## config.mk

```make
export PLATFORM = sky130hd
export DESIGN_NAME = mips_cpu_data_bridge_flat
export DESIGN_NICKNAME = d
export VERILOG_FILES = /design/src/rtl/mips_cpu_data_bridge_pkg.sv /design/src/rtl/mips_cpu_data_bridge_if.sv /design/src/rtl/mips_cpu_rdbuf.sv /design/src/rtl/mips_cpu_data_bridge.sv /design/src/flat_wrapper.sv
export SDC_FILE = /design/constraint.sdc
export NUM_CORES = 1
export LEC_CHECK = 0
export ABC_CLOCK_PERIOD_IN_PS = 2320
export CORE_ASPECT_RATIO = 0.5
export CORE_MARGIN = 2
export CORE_UTILIZATION = 45
export CTS_BUF_LIST = sky130_fd_sc_hd__clkbuf_8
export CTS_CLUSTER_SIZE = 14
export DETAILED_ROUTE_END_ITERATION = 10
export HOLD_SLACK_MARGIN = 0.08
export PLACE_DENSITY = 0.76
export SLEW_MARGIN = 25
export SYNTH_ARGS = -nofsm -noshare
export SYNTH_HDL_FRONTEND = slang
export SYNTH_SLANG_ARGS = --single-unit
```

## constraint.sdc

```tcl
create_clock -name clk -period 2.32 [get_ports clk]
set_input_delay 0.348 -clock clk [delete_from_list [all_inputs] [get_ports clk]]
set_output_delay 0.348 -clock clk [all_outputs]
set_load 0.05 [all_outputs]
```

## src/rtl/mips_cpu_data_bridge_pkg.sv

```systemverilog
`default_nettype none
// ============================================================================
// Module   : mips_cpu_bus_pkg
// Purpose  : Shared types and constants for the CPU data-port bridge.
//            Bridge FSM states, request kinds, bus byte-enable constant.
// Ports    : none (package)
// Revision : 1.0 - initial release
// ============================================================================
package mips_cpu_bus_pkg;

    typedef enum logic [1:0] {
        IDLE = 2'd0,
        BUS  = 2'd1,
        DONE = 2'd2
    } bridge_state_t;

    typedef enum logic {
        READ  = 1'b0,
        WRITE = 1'b1
    } req_kind_t;

    localparam logic [3:0] BYTEEN_ALL = 4'hF;

endpackage : mips_cpu_bus_pkg
`default_nettype wire

```

## src/rtl/mips_cpu_data_bridge_if.sv

```systemverilog
`default_nettype none
// ============================================================================
// Module   : mips_cpu_data_bridge_if
// Purpose  : Avalon-MM-style wait-state memory bus between the bridge
//            (master) and the memory (slave).
// Signals  : avm_address, avm_read, avm_write, avm_writedata,
//            avm_byteenable (master -> slave);
//            avm_readdata, avm_waitrequest (slave -> master).
// Revision : 1.0 - initial release
// ============================================================================
interface mips_cpu_data_bridge_if #(
    parameter int ADDR_W = 32,
    parameter int DATA_W = 32
);
    logic [ADDR_W-1:0]   avm_address;
    logic                avm_read;
    logic                avm_write;
    logic [DATA_W-1:0]   avm_writedata;
    logic [DATA_W/8-1:0] avm_byteenable;
    logic [DATA_W-1:0]   avm_readdata;
    logic                avm_waitrequest;

    modport master (
        output avm_address, avm_read, avm_write, avm_writedata, avm_byteenable,
        input  avm_readdata, avm_waitrequest
    );

    modport slave (
        input  avm_address, avm_read, avm_write, avm_writedata, avm_byteenable,
        output avm_readdata, avm_waitrequest
    );
endinterface : mips_cpu_data_bridge_if
`default_nettype wire

```

## src/rtl/mips_cpu_rdbuf.sv

```systemverilog
`default_nettype none
// ============================================================================
// Module   : mips_cpu_rdbuf
// Purpose  : One-entry read buffer {valid, address, data} for the CPU data
//            bridge. Used only when MIPS_BRIDGE_RDBUF_EN is defined.
// Ports    : clk, reset (async, active-low)
//            fill_en/fill_addr/fill_data : load entry on read completion
//            upd_en/upd_addr/upd_data    : write completion, updates data
//                                          when the address is buffered
//            lookup_addr -> hit, hit_data : combinational lookup
// Revision : 1.0 - initial release
// ============================================================================
module mips_cpu_rdbuf #(
    parameter int ADDR_W = 32,
    parameter int DATA_W = 32
) (
    input  logic              clk,
    input  logic              reset,
    input  logic              fill_en,
    input  logic [ADDR_W-1:0] fill_addr,
    input  logic [DATA_W-1:0] fill_data,
    input  logic              upd_en,
    input  logic [ADDR_W-1:0] upd_addr,
    input  logic [DATA_W-1:0] upd_data,
    input  logic [ADDR_W-1:0] lookup_addr,
    output logic              hit,
    output logic [DATA_W-1:0] hit_data
);
    logic              valid_q, valid_d;
    logic [ADDR_W-1:0] addr_q,  addr_d;
    logic [DATA_W-1:0] data_q,  data_d;

    always_comb begin
        valid_d = valid_q;
        addr_d  = addr_q;
        data_d  = data_q;
        if (fill_en) begin
            valid_d = 1'b1;
            addr_d  = fill_addr;
            data_d  = fill_data;
        end else if (upd_en && valid_q && (upd_addr == addr_q)) begin
            // Keep the entry coherent with writes that go around it.
            data_d = upd_data;
        end
    end

    always_ff @(posedge clk or negedge reset) begin
        if (!reset) begin
            valid_q <= 1'b0;
            addr_q  <= '0;
            data_q  <= '0;
        end else begin
            valid_q <= valid_d;
            addr_q  <= addr_d;
            data_q  <= data_d;
        end
    end

    assign hit      = valid_q && (addr_q == lookup_addr);
    assign hit_data = data_q;

endmodule : mips_cpu_rdbuf
`default_nettype wire

```

## src/rtl/mips_cpu_data_bridge.sv

```systemverilog
`default_nettype none
// ============================================================================
// Module   : mips_cpu_data_bridge
// Purpose  : Bridges the CPU Harvard data port to a wait-state memory bus
//            with waitrequest semantics, stalling the CPU while a transfer
//            is outstanding. Drive the CPU clk_enable with !cpu_stall.
// Ports    : clk, reset (async, active-low)
//            cpu_address/cpu_read/cpu_write/cpu_writedata : CPU request
//            cpu_readdata : read result, held until the next read completes
//            cpu_stall    : combinational, 1 = CPU must hold
//            avm          : memory bus (mips_cpu_data_bridge_if.master)
// Options  : MIPS_BRIDGE_RDBUF_EN - adds a one-entry read buffer that
//            answers repeated reads without a bus access.
// Revision : 1.0 - initial release
// ============================================================================
module mips_cpu_data_bridge
    import mips_cpu_bus_pkg::*;
#(
    parameter int ADDR_W = 32,
    parameter int DATA_W = 32
) (
    input  logic                   clk,
    input  logic                   reset,
    input  logic [ADDR_W-1:0]      cpu_address,
    input  logic                   cpu_read,
    input  logic                   cpu_write,
    input  logic [DATA_W-1:0]      cpu_writedata,
    output logic [DATA_W-1:0]      cpu_readdata,
    output logic                   cpu_stall,
    mips_cpu_data_bridge_if.master avm
);
    bridge_state_t     state_q, state_d;
    logic              tag_valid_q, tag_valid_d;
    req_kind_t         tag_kind_q, tag_kind_d;
    logic [ADDR_W-1:0] tag_addr_q, tag_addr_d;
    req_kind_t         kind_q, kind_d;
    logic [ADDR_W-1:0] addr_q, addr_d;
    logic [DATA_W-1:0] wdata_q, wdata_d;
    logic [DATA_W-1:0] rdata_q, rdata_d;
    logic              rd_q, rd_d;
    logic              wr_q, wr_d;

    req_kind_t         w_kind;
    logic              w_req;
    logic              w_new_req;
    logic              w_bus_done;
    logic              w_buf_hit;
    logic [DATA_W-1:0] w_buf_data;
    logic              w_buf_take;

    // Write wins when both strobes are high.
    assign w_kind = cpu_write ? WRITE : READ;
    assign w_req  = cpu_read | cpu_write;

    // A request identical to the last completed transfer is the CPU still
    // holding its strobe through EXEC; it must not start another transfer.
    assign w_new_req = w_req && !(tag_valid_q && (tag_kind_q == w_kind)
                                  && (tag_addr_q == cpu_address));

    assign w_bus_done = (state_q == BUS) && !avm.avm_waitrequest;

`ifdef MIPS_BRIDGE_RDBUF_EN
    mips_cpu_rdbuf #(
        .ADDR_W (ADDR_W),
        .DATA_W (DATA_W)
    ) u_rdbuf (
        .clk         (clk),
        .reset       (reset),
        .fill_en     (w_bus_done && (kind_q == READ)),
        .fill_addr   (addr_q),
        .fill_data   (avm.avm_readdata),
        .upd_en      (w_bus_done && (kind_q == WRITE)),
        .upd_addr    (addr_q),
        .upd_data    (wdata_q),
        .lookup_addr (cpu_address),
        .hit         (w_buf_hit),
        .hit_data    (w_buf_data)
    );
`else
    assign w_buf_hit  = 1'b0;
    assign w_buf_data = '0;
`endif

    // A buffered read is answered in the IDLE cycle it appears.
    assign w_buf_take = (state_q == IDLE) && w_new_req && (w_kind == READ)
                        && w_buf_hit;

    always_comb begin
        state_d     = state_q;
        tag_valid_d = tag_valid_q;
        tag_kind_d  = tag_kind_q;
        tag_addr_d  = tag_addr_q;
        kind_d      = kind_q;
        addr_d      = addr_q;
        wdata_d     = wdata_q;
        rdata_d     = rdata_q;
        rd_d        = rd_q;
        wr_d        = wr_q;

        if (!w_req) begin
            tag_valid_d = 1'b0;
        end

        case (state_q)
            IDLE: begin
                if (w_buf_take) begin
                    // Copy into rdata_q so the value persists after the hit.
                    tag_valid_d = 1'b1;
                    tag_kind_d  = READ;
                    tag_addr_d  = cpu_address;
                    rdata_d     = w_buf_data;
                end else if (w_new_req) begin
                    kind_d  = w_kind;
                    addr_d  = cpu_address;
                    wdata_d = cpu_writedata;
                    rd_d    = (w_kind == READ);
                    wr_d    = (w_kind == WRITE);
                    state_d = BUS;
                end
            end
            BUS: begin
                if (!avm.avm_waitrequest) begin
                    if (kind_q == READ) begin
                        rdata_d = avm.avm_readdata;
                    end
                    tag_valid_d = 1'b1;
                    tag_kind_d  = kind_q;
                    tag_addr_d  = addr_q;
                    rd_d        = 1'b0;
                    wr_d        = 1'b0;
                    state_d     = DONE;
                end
            end
            DONE: begin
                state_d = IDLE;
            end
            default: begin
                state_d = IDLE;
            end
        endcase
    end

    always_ff @(posedge clk or negedge reset) begin
        if (!reset) begin
            state_q     <= IDLE;
            tag_valid_q <= 1'b0;
            tag_kind_q  <= READ;
            tag_addr_q  <= '0;
            kind_q      <= READ;
            addr_q      <= '0;
            wdata_q     <= '0;
            rdata_q     <= '0;
            rd_q        <= 1'b0;
            wr_q        <= 1'b0;
        end else begin
            state_q     <= state_d;
            tag_valid_q <= tag_valid_d;
            tag_kind_q  <= tag_kind_d;
            tag_addr_q  <= tag_addr_d;
            kind_q      <= kind_d;
            addr_q      <= addr_d;
            wdata_q     <= wdata_d;
            rdata_q     <= rdata_d;
            rd_q        <= rd_d;
            wr_q        <= wr_d;
        end
    end

    assign cpu_stall    = ((state_q == IDLE) && w_new_req && !w_buf_take)
                          || (state_q == BUS);
    assign cpu_readdata = w_buf_take ? w_buf_data : rdata_q;

    assign avm.avm_address    = addr_q;
    assign avm.avm_writedata  = wdata_q;
    assign avm.avm_read       = rd_q;
    assign avm.avm_write      = wr_q;
    assign avm.avm_byteenable = BYTEEN_ALL;

endmodule : mips_cpu_data_bridge
`default_nettype wire

```

## src/flat_wrapper.sv

```systemverilog
// flat-port wrapper written by rule: the top's interface ports become plain ports
module mips_cpu_data_bridge_flat import mips_cpu_bus_pkg::*;
#(
    parameter int ADDR_W = 32,
    parameter int DATA_W = 32
)
  (clk, reset, cpu_address, cpu_read, cpu_write, cpu_writedata, cpu_readdata, cpu_stall, avm_avm_address, avm_avm_read, avm_avm_write, avm_avm_writedata, avm_avm_byteenable, avm_avm_readdata, avm_avm_waitrequest);
  mips_cpu_data_bridge_if #(.ADDR_W(ADDR_W), .DATA_W(DATA_W)) avm_i ();
  input  logic clk;
  input  logic reset;
  input  logic [ADDR_W-1:0] cpu_address;
  input  logic cpu_read;
  input  logic cpu_write;
  input  logic [DATA_W-1:0] cpu_writedata;
  output logic [DATA_W-1:0] cpu_readdata;
  output logic cpu_stall;
  output wire logic [$bits(avm_i.avm_address)-1:0] avm_avm_address;
  output wire logic [$bits(avm_i.avm_read)-1:0] avm_avm_read;
  output wire logic [$bits(avm_i.avm_write)-1:0] avm_avm_write;
  output wire logic [$bits(avm_i.avm_writedata)-1:0] avm_avm_writedata;
  output wire logic [$bits(avm_i.avm_byteenable)-1:0] avm_avm_byteenable;
  input wire logic [$bits(avm_i.avm_readdata)-1:0] avm_avm_readdata;
  input wire logic [$bits(avm_i.avm_waitrequest)-1:0] avm_avm_waitrequest;
  assign avm_avm_address = avm_i.avm_address;
  assign avm_avm_read = avm_i.avm_read;
  assign avm_avm_write = avm_i.avm_write;
  assign avm_avm_writedata = avm_i.avm_writedata;
  assign avm_avm_byteenable = avm_i.avm_byteenable;
  assign avm_i.avm_readdata = avm_avm_readdata;
  assign avm_i.avm_waitrequest = avm_avm_waitrequest;
  mips_cpu_data_bridge #(.ADDR_W(ADDR_W), .DATA_W(DATA_W)) u_core (.clk(clk), .reset(reset), .cpu_address(cpu_address), .cpu_read(cpu_read), .cpu_write(cpu_write), .cpu_writedata(cpu_writedata), .cpu_readdata(cpu_readdata), .cpu_stall(cpu_stall), .avm(avm_i));
endmodule
```

==> flow_summary_export.csv, run 1 <==
group,metric,value,unit
status,outcome,"complete, but fails checks",
status,violations,"negative setup slack",
routing,drt_iter0_drc,601,
die,die_w,183,um
cells_and_area,drive_gt1_frac,0.165,
power,netSwitchingPower,7.73,mW
cells_and_area,num_antenna_cells,0,
critical_path,worstPathArrival,2.45,ns
yosys,synth_common_cells,"dfrtp_1 (135), nand2_1 (102), clkbuf_1 (68), nand3_1 (67), nand4_1 (66)",
routing,via_count,7208,
critical_path,path_max_fanout,3,
routing,remaining_drc_errors,0,
placed_design,place_congestion,0.840,
cells_and_area,fillers,1203,
clock_tree,cts_tree,"built",
hold_path,hold_class,"in2async",
sta,setup_violations,45,
yosys,synth_warnings,0,
die,num_io_pins,204,
clock_tree,clock-sinks,135,
yosys,synth_top_area_cell,"dfrtp_1",
cells_and_area,syn_to_final_growth,42.8,%
sta,hold_ws,0.426,ns
sta,layout_setup_ws,-0.479,ns
die,dieArea,17100,sq um
sta,clock_skew,0.0162,ns
yosys,netlist_instances,752,
yosys,synth_area_leaders,"dfrtp_1 (47%), a21boi_0 (6.7%), o211ai_1 (6.7%), nand4_1 (5.7%), a31oi_1 (5.6%)",
die,die_h,93.4,um
die,core,15500,sq um
global_routing,grt_start_max_net_pins,89,
clock_tree,numCtsBuffers,17,
yosys,yosysMostFrequentCell,"dfrtp_1",
sta,setup-tns-final,-2.53,ns
power,finalPower,15.6,mW
critical_path,r2r_slack,-0.05,ns
yosys,ys_async_sr_fraction,1.00,
sta,finalMaxSlewViolations,0,
clock_tree,clk_pin_slew,0.08,ns
global_routing,grt_pass1_wl,37900,um
clock_tree,ctsLongestPathBuffers,2,
global_routing,grt_overflow_total,0,
routing,wl_per_cell,19.7,um
placed_design,dp.cells,1155,
yosys,synthesis.area,7190,sq um
power,swShare,0.495,
yosys,ys_ff_latch,135,
power,comb_power_share,0.596,
power,ir_drop,968,uV
cells_and_area,multiInputGateArea,3510,sq um
sta,max_slew_margin,0.631,
global_routing,antenna_found_initial,0,
clock_tree,clkLatencyLatePin,0.45,ns
critical_path,crit_path_end_kind,"output pin",
cells_and_area,seqCellArea,3380,sq um
routing,ant_nets,0,
sta,rsz0062_at_grt,"yes",
placed_design,hpwl,15500,um
yosys,yosys.area.top_type_share,0.470,
power,p_leak,4.15,nW
sta,post-route-min-period,2.80,ns
clock_tree,root_buffer,"clkbuf_8",
yosys,ys_types,36,
critical_path,crit_type,"in2out",
critical_path,cp.required,1.97,ns
clock_tree,htreeDepth,4,
flow_run,cap_violations,0,
power,p_clk_frac,0.116,
power,powerDensity,1520,nW/um^2
placed_design,portBuffers,199,
critical_path,critPathLaunchType,"primary input",
routing,first_pass_iters,5,
yosys,seq_area_frac_synth,0.470,
die,start_util,0.464,
sta,worst_pin_slew,0.551,ns
yosys,avgSynthCellArea,9.56,sq um
cells_and_area,fin_cells,1190,
sta,post-route-period-util,1.21,
yosys,synth_edf_count,0,
global_routing,grt_pass1_vias,7364,
sta,hold_viol,0,
die,rows,32,
cells_and_area,fin_util,0.662,
routing,wl,23500,um
yosys,synth_flop_cell,"dfrtp_1",
global_routing,track_usage,0.281,
routing,drt-vias-per-instance,6.06,
power,power.share.sequential,0.287,
cells_and_area,final_nets,1074,
power,p_int,7.88,mW
sta,fmax,357,MHz
## sequential cells by signal (all words and copies together) (netlist names)
register and count:
u_core.avm.avm_address 32, u_core.avm.avm_read 1, u_core.avm.avm_write 1, u_core.avm.avm_writedata 32, u_core.cpu_readdata 32, u_core.kind_q 1, u_core.state_q 2, u_core.tag_addr_q 32
u_core.tag_kind_q 1, u_core.tag_valid_q 1
## cell families after synthesis
kind of cell,after synthesis,share of synthesized area
buffers and inverters,85,0.0529
AOI/OAI and AO/OA,199,0.197
DFF,135,0.470
other,1,0.000522
and+or+nand+nor,267,0.189
muxes,32,0.0501
xor gates and xnor gates,33,0.0402
## stage by stage
step                      setup WS [ns]  area (sq um)
final                            -0.479         10300
after global routing             -0.539         10300
after CTS                        -0.541         10200
after detailed placement         -0.645          9850
after global placement           -0.583          9850
after floorplan                  0.0407          7230
## area by class of cell
type | count | area share
Timing Repair Buffer | 281 | 0.268
Inverter | 3 | 0.00110
Sequential cell | 135 | 0.329
Tap cell | 204 | 0.0249
Multi-Input combinational cell | 535 | 0.342
Clock inverter | 13 | 0.00963
Clock buffer | 19 | 0.0255
## layout by cell type, fill, tap and decap left out, types with 2 or more instances in the layout
| cell | n |
|---|---|
| nand2b_1 | 4 |
| buf_12 | 11 |
| clkbuf_8 | 19 |
| nor3_4 | 2 |
| o211ai_1 | 64 |
| xor2_1 | 31 |
| or2_2 | 2 |
| clkdlybuf4s50_1 | 197 |
| or4_4 | 3 |
| dfrtp_1 | 135 |
| a31oi_1 | 63 |
| clkinv_4 | 2 |
| o2bb2ai_1 | 2 |
| inv_1 | 2 |
| inv_6 | 3 |
| nor4_1 | 12 |
| mux2_2 | 32 |
| clkinvlp_4 | 6 |
| conb_1 | 4 |
| nand4_1 | 66 |
| buf_4 | 70 |
| a21boi_0 | 64 |
| nand3_1 | 67 |
| buf_6 | 2 |
| nand2_1 | 102 |
| clkinv_2 | 2 |
## critical path: stages
cell,delay (ns)
clkdlybuf4s50_1,0.47
xor2_1,0.22
or4_4,0.56
or3_4,0.43
nor3_4,0.17
o31ai_4,0.09
buf_6,0.17
## worst paths after layout
path / from / endpoint / cells past startpoint
setup / recovery: cpu_address[1] / cpu_stall / 7
hold / removal: reset / u_core.cpu_readdata[25] / 2
setup reg to reg: u_core.tag_addr_q[1] / u_core.avm.avm_writedata[19] / 6
hold reg to reg: u_core.tag_addr_q[21] / u_core.tag_addr_q[21] / 2
max in group asynchronous: reset / u_core.cpu_readdata[13] / 3
min in group clk: u_core.tag_addr_q[21] / u_core.tag_addr_q[21] / 2
## metal layers
| metal | vias to the layer above | GRT usage | wire, um |
|---|---|---|---|
| met4 | 0 | 0.100 | 419 |
| met1 | 3588 | 0.370 | 10200 |
| met3 | 41 | 0.0689 | 1860 |
| li1 | 3249 | - | - |
| met5 | - | 0 | 0 |
| met2 | 330 | 0.455 | 11000 |
## timing repair
item                                   CTS  global route
setup endpoints to repair               65            64
endpoints found under the hold margin   51             0
gates resized for setup                  5             2
gates cloned                             0             0
pin swaps                                4             2
buffers inserted                         1             1
hold buffers                             1             0
## power groups by stage
| stage | Clock [mW] | Combinational, mW | Sequential (mW) |
|---|---|---|---|
| after floorplan | 0 | 2.96 | 7.37 |
| final | 1.81 | 9.31 | 4.49 |
| after detailed placement | 0 | 9.22 | 4.51 |
| after global placement | 0 | 9.02 | 4.44 |
| after global routing | 1.95 | 9.89 | 4.64 |
| after CTS | 1.85 | 9.29 | 4.48 |
No activity file was read; power rests on OpenSTA's default activity.
==> run 2, diff against run 1 <==
- PLACE_DENSITY: 0.76 -> not set
- PLACE_DENSITY_LB_ADDON: not set -> 0.3
==> run 2 against run 1 <==
Against the previous run: the flow still finishes with violations (negative setup slack); critical path depth shrank 1; sequential cell count is the same; maximum frequency grew 0.64%; count of clock-buffer cells in the layout is the same; routed wire length shrank 0.40%; total power grew 0.53%; sequential share of layout area grew 0.068 points; via count grew 0.50%; clock power grew 3%; setup slack gained 0.018 ns; global-route usage is essentially flat; die area is the same; critical endpoint unchanged.
==> flow_summary_export.csv, run 2 (same netlist as run 1, synthesis figures left out) <==
group,metric,value,unit
status,outcome,"complete, but fails checks",
status,violations,"negative setup slack",
sta,fmax,360,MHz
clock_tree,ctsLongestPathBuffers,2,
power,p_int,8.00,mW
cells_and_area,fin_area,10200,sq um
routing,drt-vias-per-instance,6.11,
die,core,15500,sq um
critical_path,cp.required,1.97,ns
power,power.share.sequential,0.286,
cells_and_area,num_antenna_cells,0,
critical_path,path_buf_inv,1,
critical_path,r2r-start,"u_core.tag_addr_q[12]",
cells_and_area,final_nets,1070,
clock_tree,clk_pin_slew,0.09,ns
critical_path,reg2reg_depth,6,
critical_path,cp_slowest_cell,"or4_4",
cells_and_area,drive_gt1_frac,0.164,
critical_path,critPathLaunchType,"flop",
power,powerDensity,1530,nW/um^2
critical_path,crit_path_end_kind,"output pin",
die,die_h,93.4,um
global_routing,grt_pass1_wl,37800,um
sta,worst_pin_slew,0.559,ns
sta,post-route-min-period,2.78,ns
clock_tree,clkLatencyLatePin,0.46,ns
global_routing,track_usage,0.281,
flow_run,cap_violations,0,
cells_and_area,syn_to_final_growth,42.5,%
critical_path,critical_path_depth,6,
sta,max_slew_margin,0.627,
placed_design,hpwl,14900,um
critical_path,max_stage_delay,0.53,ns
clock_tree,clock-sinks,135,
placed_design,place_congestion,0.851,
routing,remaining_drc_errors,0,
placed_design,portBuffers,199,
sta,post-route-period-util,1.20,
clock_tree,htreeDepth,4,
critical_path,worstPathCellList,"xor2_2, or4_4, or3_4, nor3_4, o31ai_4, buf_6",
routing,wl,23400,um
routing,ant_nets,0,
critical_path,crit_type,"reg2out",
clock_tree,numCtsBuffers,17,
hold_path,hold_class,"in2async",
cells_and_area,final_cell_mix,"clkdlybuf4s50_1 (197), dfrtp_1 (135), nand2_1 (102), nand3_1 (67), buf_4 (67)",
die,num_io_pins,204,
power,comb_power_share,0.594,
critical_path,crit_family,"simple AND/OR/NAND/NOR gates",
global_routing,grt_start_max_net_pins,65,
cells_and_area,final_common_cell,"clkdlybuf4s50_1",
clock_tree,root_buffer,"clkbuf_8",
cells_and_area,fillers,1230,
die,start_util,0.464,
sta,hold_viol,0,
power,ir_drop,872,uV
global_routing,grt_pass1_vias,7465,
routing,wl_per_cell,19.7,um
critical_path,reg2reg_to,"u_core.avm.avm_address[5]",
power,finalPower,15.7,mW
critical_path,path_max_fanout,3,
sta,rsz0062_at_grt,"yes",
critical_path,worstPathArrival,2.43,ns
global_routing,grt_overflow_total,0,
sta,setup_violations,37,
routing,first_pass_iters,5,
sta,layout_setup_ws,-0.461,ns
sta,hold_ws,0.337,ns
clock_tree,cts_tree,"built",
placed_design,placed_cell_area,9820,sq um
critical_path,r2r_slack,-0.07,ns
die,rows,32,
global_routing,antenna_found_initial,0,
routing,drt_iter0_drc,705,
sta,finalMaxSlewViolations,0,
power,p_leak,4.15,nW
die,dieArea,17100,sq um
critical_path,critPathLaunch,"u_core.tag_addr_q[12]",
routing,via_count,7244,
die,die_w,183,um
power,p_clk_frac,0.119,
power,swShare,0.490,
sta,clock_skew,0.0123,ns
power,netSwitchingPower,7.69,mW
## run 2: final cells by class
class | count | area (sq um) | area share
inverters | 3 | 11.3 | 0.00110
well taps | 204 | 255 | 0.0249
clock inverters | 13 | 108 | 0.0105
clock buffers | 19 | 262 | 0.0255
repair buffers | 277 | 2700 | 0.264
flip-flops and latches | 135 | 3380 | 0.330
multi-input cells | 535 | 3530 | 0.344
## run 2: power by group through the flow
stage	logic, mW	clock network [mW]	registers, mW
floorplan	2.96	0	7.37
global placement	9.07	0	4.44
detailed placement	9.27	0	4.51
CTS	9.33	1.90	4.49
global route	9.89	2.02	4.65
finish	9.33	1.87	4.49
## run 2: routing by layer
| layer | global-route usage | vias up | part of all wire |
|---|---|---|---|
| met4 | 0.110 | 0 | 0.017 |
| li1 | - | 3250 | - |
| met3 | 0.0802 | 40 | 0.095 |
| met5 | 0 | - | 0 |
| met1 | 0.363 | 3575 | 0.41 |
| met2 | 0.452 | 379 | 0.47 |
## run 2: stage by stage
| step | utilization | setup slack, ns | TNS [ns] | instances |
|---|---|---|---|---|
| floorplan | - | 0.0407 | 0 | 755 |
| global placement | 0.634 | -0.595 | -38.40 | 1153 |
| detailed placement | 0.634 | -0.649 | -39.97 | 1153 |
| CTS | 0.660 | -0.543 | -0.971 | 1186 |
| global route | 0.661 | -0.514 | -4.10 | 1186 |
| finish | 0.661 | -0.461 | -1.44 | 1186 |
## run 2: worst max path at each step
stage,endpoint,slack [ns]
floorplan,cpu_stall,0.04
global placement,u_core.avm.avm_address[8],-0.59
detailed placement,u_core.avm.avm_address[24],-0.65
CTS,cpu_stall,-0.54
global route,cpu_stall,-0.51
finish,cpu_stall,-0.46
## run 2: repair_timing
action                                 4_1_cts  5_1_grt
pin swaps                                    5        2
hold buffers                                 1        0
setup buffers                                0        0
gates resized for setup                      6        3
endpoints found under the hold margin       33        0
setup endpoints to repair                   65       65
==> run 3, diff against run 2 <==
- ABC_CLOCK_PERIOD_IN_PS: 2320 -> 3200
- CORE_UTILIZATION: 45 -> 54
- clock period: 2.32 -> 3.2 ns (I/O delays scaled with it)
==> run 3 against run 2 <==
Against the previous run: the run ends with design-rule violations left; register-to-register slack improved by 0.70 ns; die area is 16% lower; sequential power is 27% lower; worst hold slack better by 0.16 ns; routed wire length shrank 4.4%; setup slack better by 0.55 ns; non-clock buffer count is 55 lower; utilization rose by 9.1 points; sequential cell count unchanged; critical endpoint unchanged; largest cell class unchanged; highest routed layer unchanged.
==> flow_summary_export.csv, run 3 (same netlist as run 1, synthesis figures left out) <==
group,metric,value,unit
sta,rsz0062_at_grt,"no",
global_routing,track_usage,0.313,
critical_path,worstPathCellList,"clkdlybuf4s50_1, xor2_1, or4_4, or3_4, nor3_2, o31ai_1, buf_4",
placed_design,place_congestion,0.839,
critical_path,worstPathArrival,2.63,ns
global_routing,grt_overflow_total,0,
critical_path,cp.required,2.72,ns
die,die_h,85.6,um
global_routing,antenna_found_initial,0,
status,outcome,"complete, but fails checks",
sta,finalMaxSlewViolations,0,
clock_tree,clkLatencyLatePin,0.43,ns
cells_and_area,drive_gt1_frac,0.108,
cells_and_area,fillers,920,
die,core,12800,sq um
clock_tree,numCtsBuffers,17,
power,finalPower,11.1,mW
critical_path,crit_type,"in2out",
power,powerDensity,1150,nW/um^2
cells_and_area,syn_to_final_growth,34.5,%
status,violations,"design-rule violations",
placed_design,portBuffers,199,
sta,setup-tns-final,0,ns
clock_tree,clock-sinks,135,
cells_and_area,fin_area,9670,sq um
placed_design,hpwl,13800,um
die,dieArea,14300,sq um
clock_tree,ctsLongestPathBuffers,2,
clock_tree,cts_tree,"built",
flow_run,cap_violations,0,
power,ir_drop,754,uV
die,rows,29,
cells_and_area,num_antenna_cells,0,
clock_tree,htreeDepth,4,
sta,hold_viol,0,
critical_path,path_buf_inv,2,
sta,post-route-min-period,3.11,ns
critical_path,max_stage_delay,0.57,ns
routing,ant_nets,0,
die,start_util,0.560,
clock_tree,root_buffer,"clkbuf_8",
placed_design,placed_cell_area,9260,sq um
routing,drt_iter0_drc,886,
cells_and_area,final_common_cell,"clkdlybuf4s50_1",
critical_path,crit_family,"simple AND/OR/NAND/NOR gates",
sta,fmax,321,MHz
routing,wl_per_cell,20.4,um
sta,max_slew_margin,0.464,
routing,first_pass_iters,8,
cells_and_area,fin_util,0.753,
die,die_w,167,um
global_routing,grt_pass1_wl,36100,um
critical_path,cp_slowest_cell,"or4_4",
sta,setup_violations,0,
die,num_io_pins,204,
critical_path,crit_path_end_kind,"output pin",
sta,clock_skew,0.0136,ns
power,p_leak,3.85,nW
cells_and_area,final_nets,1015,
cells_and_area,final_cell_mix,"clkdlybuf4s50_1 (197), dfrtp_1 (135), nand2_1 (102), nand3_1 (67), nand4_1 (66)",
sta,worst_pin_slew,0.805,ns
critical_path,path_max_fanout,3,
routing,drt-vias-per-instance,6.50,
routing,via_count,7122,
critical_path,critPathLaunchType,"primary input",
routing,wl,22400,um
hold_path,hold_class,"reg2reg",
global_routing,grt_start_max_net_pins,95,
global_routing,grt_pass1_vias,7067,
routing,remaining_drc_errors,12,
clock_tree,clk_pin_slew,0.07,ns
sta,post-route-period-util,0.973,
==> run 3: worst paths after layout <==
check / startpoint / end / cells after the start / slack, ns
min in group asynchronous: reset / u_core.cpu_readdata[0] / 2 / 0.62
max reg2reg: u_core.tag_addr_q[12] / u_core.avm.avm_address[20] / 6 / 0.63
max: cpu_address[1] / cpu_stall / 7 / 0.09
max in group asynchronous: reset / u_core.cpu_readdata[27] / 3 / 1.82
min: u_core.tag_addr_q[31] / u_core.tag_addr_q[31] / 2 / 0.50
min reg2reg: u_core.tag_addr_q[31] / u_core.tag_addr_q[31] / 2 / 0.50
==> run 3: tightest hold or removal path, stage by stage, from the launching register on <==
cell,delay (ns)
dfrtp_1,0.36
nand2_1,0.05
nand2_1,0.06
==> run 3: metrics by stage <==
stage / hold WS, ns / worst slack (ns) / instances
after floorplan: 0.184 / 0.365 / 755
after global placement: 0.478 / 0.0742 / 1064
after detailed placement: 0.482 / 0.0475 / 1064
after CTS: 0.500 / 0.0394 / 1096
after global routing: 0.522 / 0.0124 / 1096
final: 0.497 / 0.0863 / 1096
==> run 3: per-layer routing <==
layer	vias to the layer above	part of all wire	routed length, um	global-route usage
met5	-	0	0	0
met4	0	0.012	268	0.0964
met3	31	0.10	2290	0.0877
met2	435	0.47	10600	0.507
met1	3519	0.41	9260	0.417
li1	3137	-	-	-
==> run 3: what timing repair did <==
action	in CTS	in global routing
setup buffers	0	0
endpoints found under the setup margin	0	1
hold buffers	1	0
hold endpoints to repair	3	0
resized for setup	0	1
==> run 3: power breakdown <==
group | switching (mW) | internal (mW) | total [mW]
Sequential | 0.680 | 2.58 | 3.26
Combinational | 4.13 | 2.31 | 6.44
Clock | 0.684 | 0.729 | 1.41
Total | 5.50 | 5.62 | 11.1
==> run 3: layout make-up <==
cell class	instances	area, sq um	area share
Clock buffer	19	262	0.0271
Clock inverter	12	126	0.0131
Inverter	3	11.3	0.00116
Multi-Input combinational cell	535	3470	0.359
Sequential cell	135	3380	0.349
Tap cell	170	213	0.0220
Timing Repair Buffer	222	2200	0.228
